File: src/rtl/y86_alu_pkg.sv
// Shared definitions for the sequential Y86 execute ALU: op codes, FSM states and CC layout.
package y86_alu_pkg;

    localparam logic [2:0] ALU_ADD = 3'd0;
    localparam logic [2:0] ALU_SUB = 3'd1;
    localparam logic [2:0] ALU_AND = 3'd2;
    localparam logic [2:0] ALU_XOR = 3'd3;
    localparam logic [2:0] ALU_MUL = 3'd4;

    typedef enum logic [1:0] {
        StIdle = 2'd0,
        StMul  = 2'd1,
        StDone = 2'd2
    } alu_state_e;

    localparam int unsigned CC_ZF = 0;
    localparam int unsigned CC_SF = 1;
    localparam int unsigned CC_OF = 2;
    localparam int unsigned CC_CF = 3;
    localparam int unsigned CC_W  = 4;

    function automatic logic [CC_W-1:0] pack_cc(input logic zf, input logic sf,
                                                input logic of, input logic cf);
        logic [CC_W-1:0] cc;
        cc        = '0;
        cc[CC_ZF] = zf;
        cc[CC_SF] = sf;
        cc[CC_OF] = of;
        cc[CC_CF] = cf;
        return cc;
    endfunction

endpackage

File: src/rtl/alu_cc_seq_if.sv
// Operation request / result handshake bundle between the pipeline and the sequential ALU.
interface alu_cc_seq_if #(
    parameter int unsigned WIDTH = 64
) ();

    logic             in_valid;
    logic             in_ready;
    logic [2:0]       op;
    logic [WIDTH-1:0] a;
    logic [WIDTH-1:0] b;
    logic             set_cc;
    logic             out_valid;
    logic             out_ready;
    logic [WIDTH-1:0] result;
    logic             zf;
    logic             sf;
    logic             of;
    logic             cf;
    logic             busy;

    modport master (
        output in_valid, op, a, b, set_cc, out_ready,
        input  in_ready, out_valid, result, zf, sf, of, cf, busy
    );

    modport slave (
        input  in_valid, op, a, b, set_cc, out_ready,
        output in_ready, out_valid, result, zf, sf, of, cf, busy
    );

endinterface

File: src/rtl/alu_mul_iter.sv
// Iterative unsigned shift-add multiplier: one partial product per cycle, WIDTH cycles per product.
module alu_mul_iter #(
    parameter int unsigned WIDTH = 64,
    parameter int unsigned CNT_W = 7
) (
    input  logic                 clk,
    input  logic                 rst,
    input  logic                 start,
    input  logic [WIDTH-1:0]     a,
    input  logic [WIDTH-1:0]     b,
    output logic                 done,
    output logic [2*WIDTH-1:0]   product
);

    logic               run_q;
    logic [CNT_W-1:0]   cnt_q;
    logic [WIDTH-1:0]   mcand_q;
    logic [2*WIDTH-1:0] acc_q;
    logic [WIDTH:0]     partial;
    logic [2*WIDTH-1:0] acc_step;

    // Upper half accumulates, lower half holds the not-yet-consumed multiplier bits.
    always_comb begin
        partial  = {1'b0, acc_q[2*WIDTH-1:WIDTH]} + (acc_q[0] ? {1'b0, mcand_q} : '0);
        acc_step = {partial, acc_q[WIDTH-1:1]};
    end

    assign done    = run_q && (cnt_q == CNT_W'(WIDTH - 1));
    assign product = acc_step;

    always_ff @(posedge clk or posedge rst) begin
        if (rst) begin
            run_q   <= 1'b0;
            cnt_q   <= '0;
            mcand_q <= '0;
            acc_q   <= '0;
        end else if (start) begin
            run_q   <= 1'b1;
            cnt_q   <= '0;
            mcand_q <= a;
            acc_q   <= {{WIDTH{1'b0}}, b};
        end else if (run_q) begin
            acc_q <= acc_step;
            cnt_q <= cnt_q + CNT_W'(1);
            if (done) begin
                run_q <= 1'b0;
            end
        end
    end

endmodule

File: src/rtl/alu_cc_seq.sv
// Handshaked execute ALU with registered result, conditionally updated CC register and iterative MUL.
module alu_cc_seq
    import y86_alu_pkg::*;
#(
    parameter int unsigned WIDTH = 64,
    parameter int unsigned CNT_W = 7
) (
    input logic         clk,
    input logic         rst,
    alu_cc_seq_if.slave bus
);

    localparam int unsigned MSB = WIDTH - 1;

    alu_state_e         state_q, state_d;
    logic [WIDTH-1:0]   result_q, result_d;
    logic [CC_W-1:0]    cc_q, cc_d;
    logic               set_cc_q, set_cc_d;
    logic               in_ready;
    logic               accept;
    logic               mul_start;
    logic               mul_done;
    logic [2*WIDTH-1:0] mul_product;
    logic [WIDTH:0]     sum;
    logic [WIDTH:0]     diff;
    logic [WIDTH-1:0]   alu_res;
    logic               alu_cf;
    logic               alu_of;

    assign in_ready  = (state_q == StIdle) || ((state_q == StDone) && bus.out_ready);
    assign accept    = bus.in_valid && in_ready;
    assign mul_start = accept && (bus.op == ALU_MUL);

    // Single-cycle datapath; the extra top bit of sum/diff is carry-out / borrow.
    always_comb begin
        sum     = {1'b0, bus.a} + {1'b0, bus.b};
        diff    = {1'b0, bus.a} - {1'b0, bus.b};
        alu_res = '0;
        alu_cf  = 1'b0;
        alu_of  = 1'b0;
        case (bus.op)
            ALU_ADD: begin
                alu_res = sum[MSB:0];
                alu_cf  = sum[WIDTH];
                alu_of  = (bus.a[MSB] == bus.b[MSB]) && (sum[MSB] != bus.a[MSB]);
            end
            ALU_SUB: begin
                alu_res = diff[MSB:0];
                alu_cf  = diff[WIDTH];
                alu_of  = (bus.a[MSB] != bus.b[MSB]) && (diff[MSB] != bus.a[MSB]);
            end
            ALU_AND: alu_res = bus.a & bus.b;
            ALU_XOR: alu_res = bus.a ^ bus.b;
            default: alu_res = '0;
        endcase
    end

    alu_mul_iter #(
        .WIDTH (WIDTH),
        .CNT_W (CNT_W)
    ) u_mul (
        .clk     (clk),
        .rst     (rst),
        .start   (mul_start),
        .a       (bus.a),
        .b       (bus.b),
        .done    (mul_done),
        .product (mul_product)
    );

    always_comb begin
        state_d  = state_q;
        result_d = result_q;
        cc_d     = cc_q;
        set_cc_d = set_cc_q;
        case (state_q)
            StIdle, StDone: begin
                if ((state_q == StDone) && bus.out_ready) begin
                    state_d = StIdle;
                end
                if (accept) begin
                    if (bus.op == ALU_MUL) begin
                        state_d  = StMul;
                        set_cc_d = bus.set_cc;
                    end else begin
                        state_d  = StDone;
                        result_d = alu_res;
                        if (bus.set_cc) begin
                            cc_d = pack_cc(alu_res == '0, alu_res[MSB], alu_of, alu_cf);
                        end
                    end
                end
            end
            StMul: begin
                if (mul_done) begin
                    state_d  = StDone;
                    result_d = mul_product[MSB:0];
                    if (set_cc_q) begin
                        cc_d = pack_cc(mul_product[MSB:0] == '0, mul_product[MSB], 1'b0,
                                       |mul_product[2*WIDTH-1:WIDTH]);
                    end
                end
            end
            default: state_d = StIdle;
        endcase
    end

    always_ff @(posedge clk or posedge rst) begin
        if (rst) begin
            state_q  <= StIdle;
            result_q <= '0;
            cc_q     <= '0;
            set_cc_q <= 1'b0;
        end else begin
            state_q  <= state_d;
            result_q <= result_d;
            cc_q     <= cc_d;
            set_cc_q <= set_cc_d;
        end
    end

    assign bus.in_ready  = in_ready;
    assign bus.out_valid = (state_q == StDone);
    assign bus.busy      = (state_q == StMul);
    assign bus.result    = result_q;
    assign bus.zf        = cc_q[CC_ZF];
    assign bus.sf        = cc_q[CC_SF];
    assign bus.of        = cc_q[CC_OF];
    assign bus.cf        = cc_q[CC_CF];

endmodule

File: src/flat_wrapper.sv
// flat-port wrapper written by rule: the top's interface ports become plain ports
module alu_cc_seq_flat import y86_alu_pkg::*;
#(
    parameter int unsigned WIDTH = 64,
    parameter int unsigned CNT_W = 7
)
  (clk, rst, bus_in_valid, bus_op, bus_a, bus_b, bus_set_cc, bus_out_ready, bus_in_ready, bus_out_valid, bus_result, bus_zf, bus_sf, bus_of, bus_cf, bus_busy);
  alu_cc_seq_if #(.WIDTH(WIDTH)) bus_i ();
  input logic clk;
  input logic rst;
  input wire logic [$bits(bus_i.in_valid)-1:0] bus_in_valid;
  input wire logic [$bits(bus_i.op)-1:0] bus_op;
  input wire logic [$bits(bus_i.a)-1:0] bus_a;
  input wire logic [$bits(bus_i.b)-1:0] bus_b;
  input wire logic [$bits(bus_i.set_cc)-1:0] bus_set_cc;
  input wire logic [$bits(bus_i.out_ready)-1:0] bus_out_ready;
  output wire logic [$bits(bus_i.in_ready)-1:0] bus_in_ready;
  output wire logic [$bits(bus_i.out_valid)-1:0] bus_out_valid;
  output wire logic [$bits(bus_i.result)-1:0] bus_result;
  output wire logic [$bits(bus_i.zf)-1:0] bus_zf;
  output wire logic [$bits(bus_i.sf)-1:0] bus_sf;
  output wire logic [$bits(bus_i.of)-1:0] bus_of;
  output wire logic [$bits(bus_i.cf)-1:0] bus_cf;
  output wire logic [$bits(bus_i.busy)-1:0] bus_busy;
  assign bus_i.in_valid = bus_in_valid;
  assign bus_i.op = bus_op;
  assign bus_i.a = bus_a;
  assign bus_i.b = bus_b;
  assign bus_i.set_cc = bus_set_cc;
  assign bus_i.out_ready = bus_out_ready;
  assign bus_in_ready = bus_i.in_ready;
  assign bus_out_valid = bus_i.out_valid;
  assign bus_result = bus_i.result;
  assign bus_zf = bus_i.zf;
  assign bus_sf = bus_i.sf;
  assign bus_of = bus_i.of;
  assign bus_cf = bus_i.cf;
  assign bus_busy = bus_i.busy;
  alu_cc_seq #(.WIDTH(WIDTH), .CNT_W(CNT_W)) u_core (.clk(clk), .rst(rst), .bus(bus_i));
endmodule
File: config.mk
export PLATFORM = sky130hd
export DESIGN_NAME = alu_cc_seq_flat
export DESIGN_NICKNAME = d
export VERILOG_FILES = /design/src/rtl/y86_alu_pkg.sv /design/src/rtl/alu_cc_seq_if.sv /design/src/rtl/alu_mul_iter.sv /design/src/rtl/alu_cc_seq.sv /design/src/flat_wrapper.sv
export SDC_FILE = /design/constraint.sdc
export NUM_CORES = 1
export LEC_CHECK = 0
export ABC_AREA = 1
export CELL_PAD_IN_SITES_DETAIL_PLACEMENT = 1
export CELL_PAD_IN_SITES_GLOBAL_PLACEMENT = 2
export CORE_MARGIN = 2
export CORE_UTILIZATION = 35
export CTS_BUF_LIST = sky130_fd_sc_hd__clkbuf_4 sky130_fd_sc_hd__clkbuf_8
export CTS_CLUSTER_SIZE = 30
export DETAILED_ROUTE_END_ITERATION = 7
export PLACE_DENSITY = 0.95
export REMOVE_ABC_BUFFERS = 1
export SKIP_LAST_GASP = 1
export SYNTH_ARGS = -nofsm -noshare
export SYNTH_HDL_FRONTEND = slang
export SYNTH_SLANG_ARGS = --single-unit
File: constraint.sdc
create_clock -name clk -period 18.8 [get_ports clk]
set_input_delay 1.88 -clock clk [delete_from_list [all_inputs] [get_ports clk]]
set_output_delay 1.88 -clock clk [all_outputs]
set_load 0.01 [all_outputs]
==> flow_metrics.tcl <==
set metrics [dict create \
    cp-start-kind "input pin" \
    cp_cell_sequence "clkdlybuf4s50_1 > inv_1 > ha_1 > nand2_1 > nor2_1 > nand2_1 > nor2_1 > nand3_1 > nand2_1 > nand2_1 > nand3_1 > nand3_1 > nor2_1 > nand2_1 > nor2_1 > nand3_1 > nor2_1 > nor2_1 > nor2_1" \
    whs_endpoint "u_core.u_mul.mcand_q[52]$_DFFE_PP0P_" \
    holdPathStages 2 \
    coreArea_um2 88500 \
    critical_path_class "in2reg" \
    drtIter0Drc 2832 \
    critPathTopFamily "simple AND/OR/NAND/NOR gates" \
    syn_area_um2 31300 \
    hp-start "u_core.u_mul.mcand_q[52]$_DFFE_PP0P_" \
    dr.pass1.iters 7 \
    cts_inserted_buffers 51 \
    drt.antenna.violating_nets 0 \
    worst_pin_slew_ns 1.29 \
    cp_max_fo 10 \
    insertion_delay_ns 0.67 \
    crit_path_end_kind "flip-flop" \
    start_util_pct 35.4 \
    final_common_cell "nand2_1" \
    antenna_found_initial 4 \
    clock_skew_ns 0.0562 \
    nNetsFinal 5850 \
    routed-via-count 36500 \
    post-route-util_pct 39.8 \
    cts.sinks 271 \
    violations "design-rule violations" \
    cts_setup_buffers 0 \
    most-common-layout-cells "1801 x nand2_1, 937 x inv_1, 440 x nor2_1, 415 x nand3_1, 320 x o21ai_0" \
    htreeDepth 2 \
    ios 207 \
    cp.arrival_ns 6.00 \
    placementRows 109 \
    place_hpwl_mm 127 \
    status "finished, violations left" \
    wl_met2_mm 69.3 \
    timing.fmax_ghz 0.184 \
    yosysWarnings 0 \
    power_density_nw_per_um2 110 \
    cts_root_buffer "clkbuf_8" \
    clockBufferDepth 3 \
    overflow 0 \
    rsz0062_at_grt "no" \
    synthCells 5414 \
    synth.avg_cell_area_um2 5.78 \
    globalRouteTotalUtil_pct 32.6 \
    dieHeight_um 303 \
    syn_to_final_growth_pct 12.5 \
    cts_tree "built" \
    reg2reg_to "u_core.cc_q[3]$_DFFE_PP0P_" \
    slew_violations 0 \
    grt_pass1_vias 36300 \
    rrSetupSlack_ns 13.98 \
    port-buffer-count 206 \
    critPathMaxStageDelay_ns 0.66 \
    drive_gt1_share_pct 6.25 \
    drc_errors 7 \
    met3WireLength_mm 9.88 \
    routedWlPerCell_um 22.7 \
    routabilityCongestion 1.01 \
    grt_pass1_wl_mm 225 \
    critPathBufInv 2 \
    setup_tns_ns 0 \
    ir_worst_vdd_v 0.0000512 \
    power.total_w 0.00386 \
    r2r.worst_path.cells 22 \
    yosys.cell_types.count 60 \
    finalWorstPathRequiredPeriod_ns 5.43 \
    leakage_nw 19.1 \
    slowest_stage "clkdlybuf4s50_1" \
    cap_violations 0 \
    die_w_um 303 \
    timing.final.crit_share_pct 28.9 \
    cp_data_required_time_ns 19.37 \
    hold_buffers 0 \
    post_layout_nonfiller_instances 6723 \
    synth-seq-area-share_pct 21.7 \
    r2r_start "u_core.u_mul.acc_q[0]$_DFFE_PP0P_" \
    path_common_cell "nor2_1" \
    ys_ff_latch 271 \
    hold_path.class "reg2reg" \
    cp-startpoint "bus_b[38]" \
    dp.cells 6629 \
    grt_max_degree 140 \
    hold_viol 0 \
    ctsResizeCount 0 \
    top_layer "met5" \
    viasPerCell 5.43 \
    dieArea_um2 91800 \
    slew_headroom_pct 12.7 \
    wl_met1_mm 66.9 \
    setup_viol 0 \
    path_clk_slew_ns 0.06 \
    drt_wl_total_mm 153 \
]
Yosys cell counts (all sizes together):
cell type / number / share of area, %
a221oi: 2 / 0.056
a21o: 3 / 0.072
a21oi: 269 / 4.4
xnor2: 10 / 0.28
nor2: 525 / 7.3
o41ai: 1 / 0.028
fa: 3 / 0.19
nor3b: 1 / 0.024
xor2: 27 / 0.76
nor3: 40 / 0.82
clkinv: 3 / 0.036
o221ai: 14 / 0.39
inv: 988 / 12
buf: 90 / 2.1
nand2b: 2 / 0.040
and2: 8 / 0.17
dfrtp: 271 / 22
o21a: 7 / 0.17
nor4: 23 / 0.50
o31ai: 2 / 0.048
and3: 2 / 0.040
o21bai: 16 / 0.38
a22oi: 49 / 1.2
nand3: 433 / 7.3
a31oi: 2 / 0.040
mux2i: 1 / 0.032
a31o: 1 / 0.028
o211ai: 2 / 0.048
nand3b: 26 / 0.70
or2: 3 / 0.060
ha: 194 / 7.8
o2111ai: 1 / 0.028
nand2: 1860 / 23
o22ai: 54 / 1.1
nand4: 62 / 1.2
o21ai: 334 / 5.3
clkbuf: 84 / 1.0
and3b: 1 / 0.028
tightest hold or removal path: stages, from the launching register on:
cell	delay [ns]
dfrtp_1	0.34
nand2_1	0.05
nand2_1	0.04
flip-flops by register name, indices dropped and copies added, names as in the netlist:
name / count
u_core.bus.result: 64
u_core.set_cc_q: 1
u_core.u_mul.run_q: 1
u_core.state_q: 2
u_core.u_mul.acc_q: 128
u_core.u_mul.mcand_q: 64
u_core.u_mul.cnt_q: 7
u_core.cc_q: 4
cell type report:
class / count / area [um2]
clock buffer: 76 / 958
fill: 12200 / 53300
antenna: 3 / 7.51
inverter: 991 / 3730
sequential: 271 / 6780
clock inverter: 15 / 200
tap: 1165 / 1460
timing repair buffer: 224 / 2200
multi-input combinational: 3978 / 19900
how the worst max path moves through the flow:
stage	to	slack, ns	cells after the start
floorplan	u_core.u_mul.acc_q[10]$_DFFE_PP0P_	8.78	7
global placement	u_core.cc_q[0]$_DFFE_PP0P_	12.79	19
detailed placement	u_core.cc_q[0]$_DFFE_PP0P_	12.84	19
CTS	u_core.cc_q[0]$_DFFE_PP0P_	13.51	19
global route	u_core.cc_q[0]$_DFFE_PP0P_	13.24	19
finish	u_core.cc_q[0]$_DFFE_PP0P_	13.37	19
metrics by stage:
| stage | worst slack (ns) | hold slack [ns] | cell area (um2) |
|---|---|---|---|
| finish | 13.37 | 0.468 | 35200 |
| global route | 13.24 | 0.495 | 35200 |
| CTS | 13.51 | 0.473 | 35200 |
| detailed placement | 12.84 | 0.458 | 34000 |
| global placement | 12.79 | 0.453 | 34000 |
| floorplan | 8.78 | 0.442 | 30300 |
cells by family (layout without fill, tap and decap cells):
logic type      Yosys count  in the layout  share of synthesized area, %
simple gates           2986           2986                          41.1
xor+xnor                 37             37                          1.04
buf+inv                1165           1306                          15.0
mux                       1              1                        0.0320
flops                   271            271                          21.7
compound gates          757            757                          13.3
fa+ha+maj               197            197                          7.95
other cells               0              3                             0
per-layer routing:
metal / up-vias / global-route usage (%)
li1: 17200 / -
met3: 276 / 4.38
met5: - / 0
met4: 2 / 13.1
met1: 17900 / 43.6
met2: 1168 / 53.1
report_power, final:
part / switching [W] / leakage [nW] / internal, W / total, W
Sequential: 0.000196 / 3.41 / 0.000850 / 0.00105
Combinational: 0.00145 / 15.1 / 0.000694 / 0.00214
Clock: 0.000288 / 0.615 / 0.000383 / 0.000670
Total: 0.00193 / 19.1 / 0.00193 / 0.00386
Power figures use the tool's default switching activity.
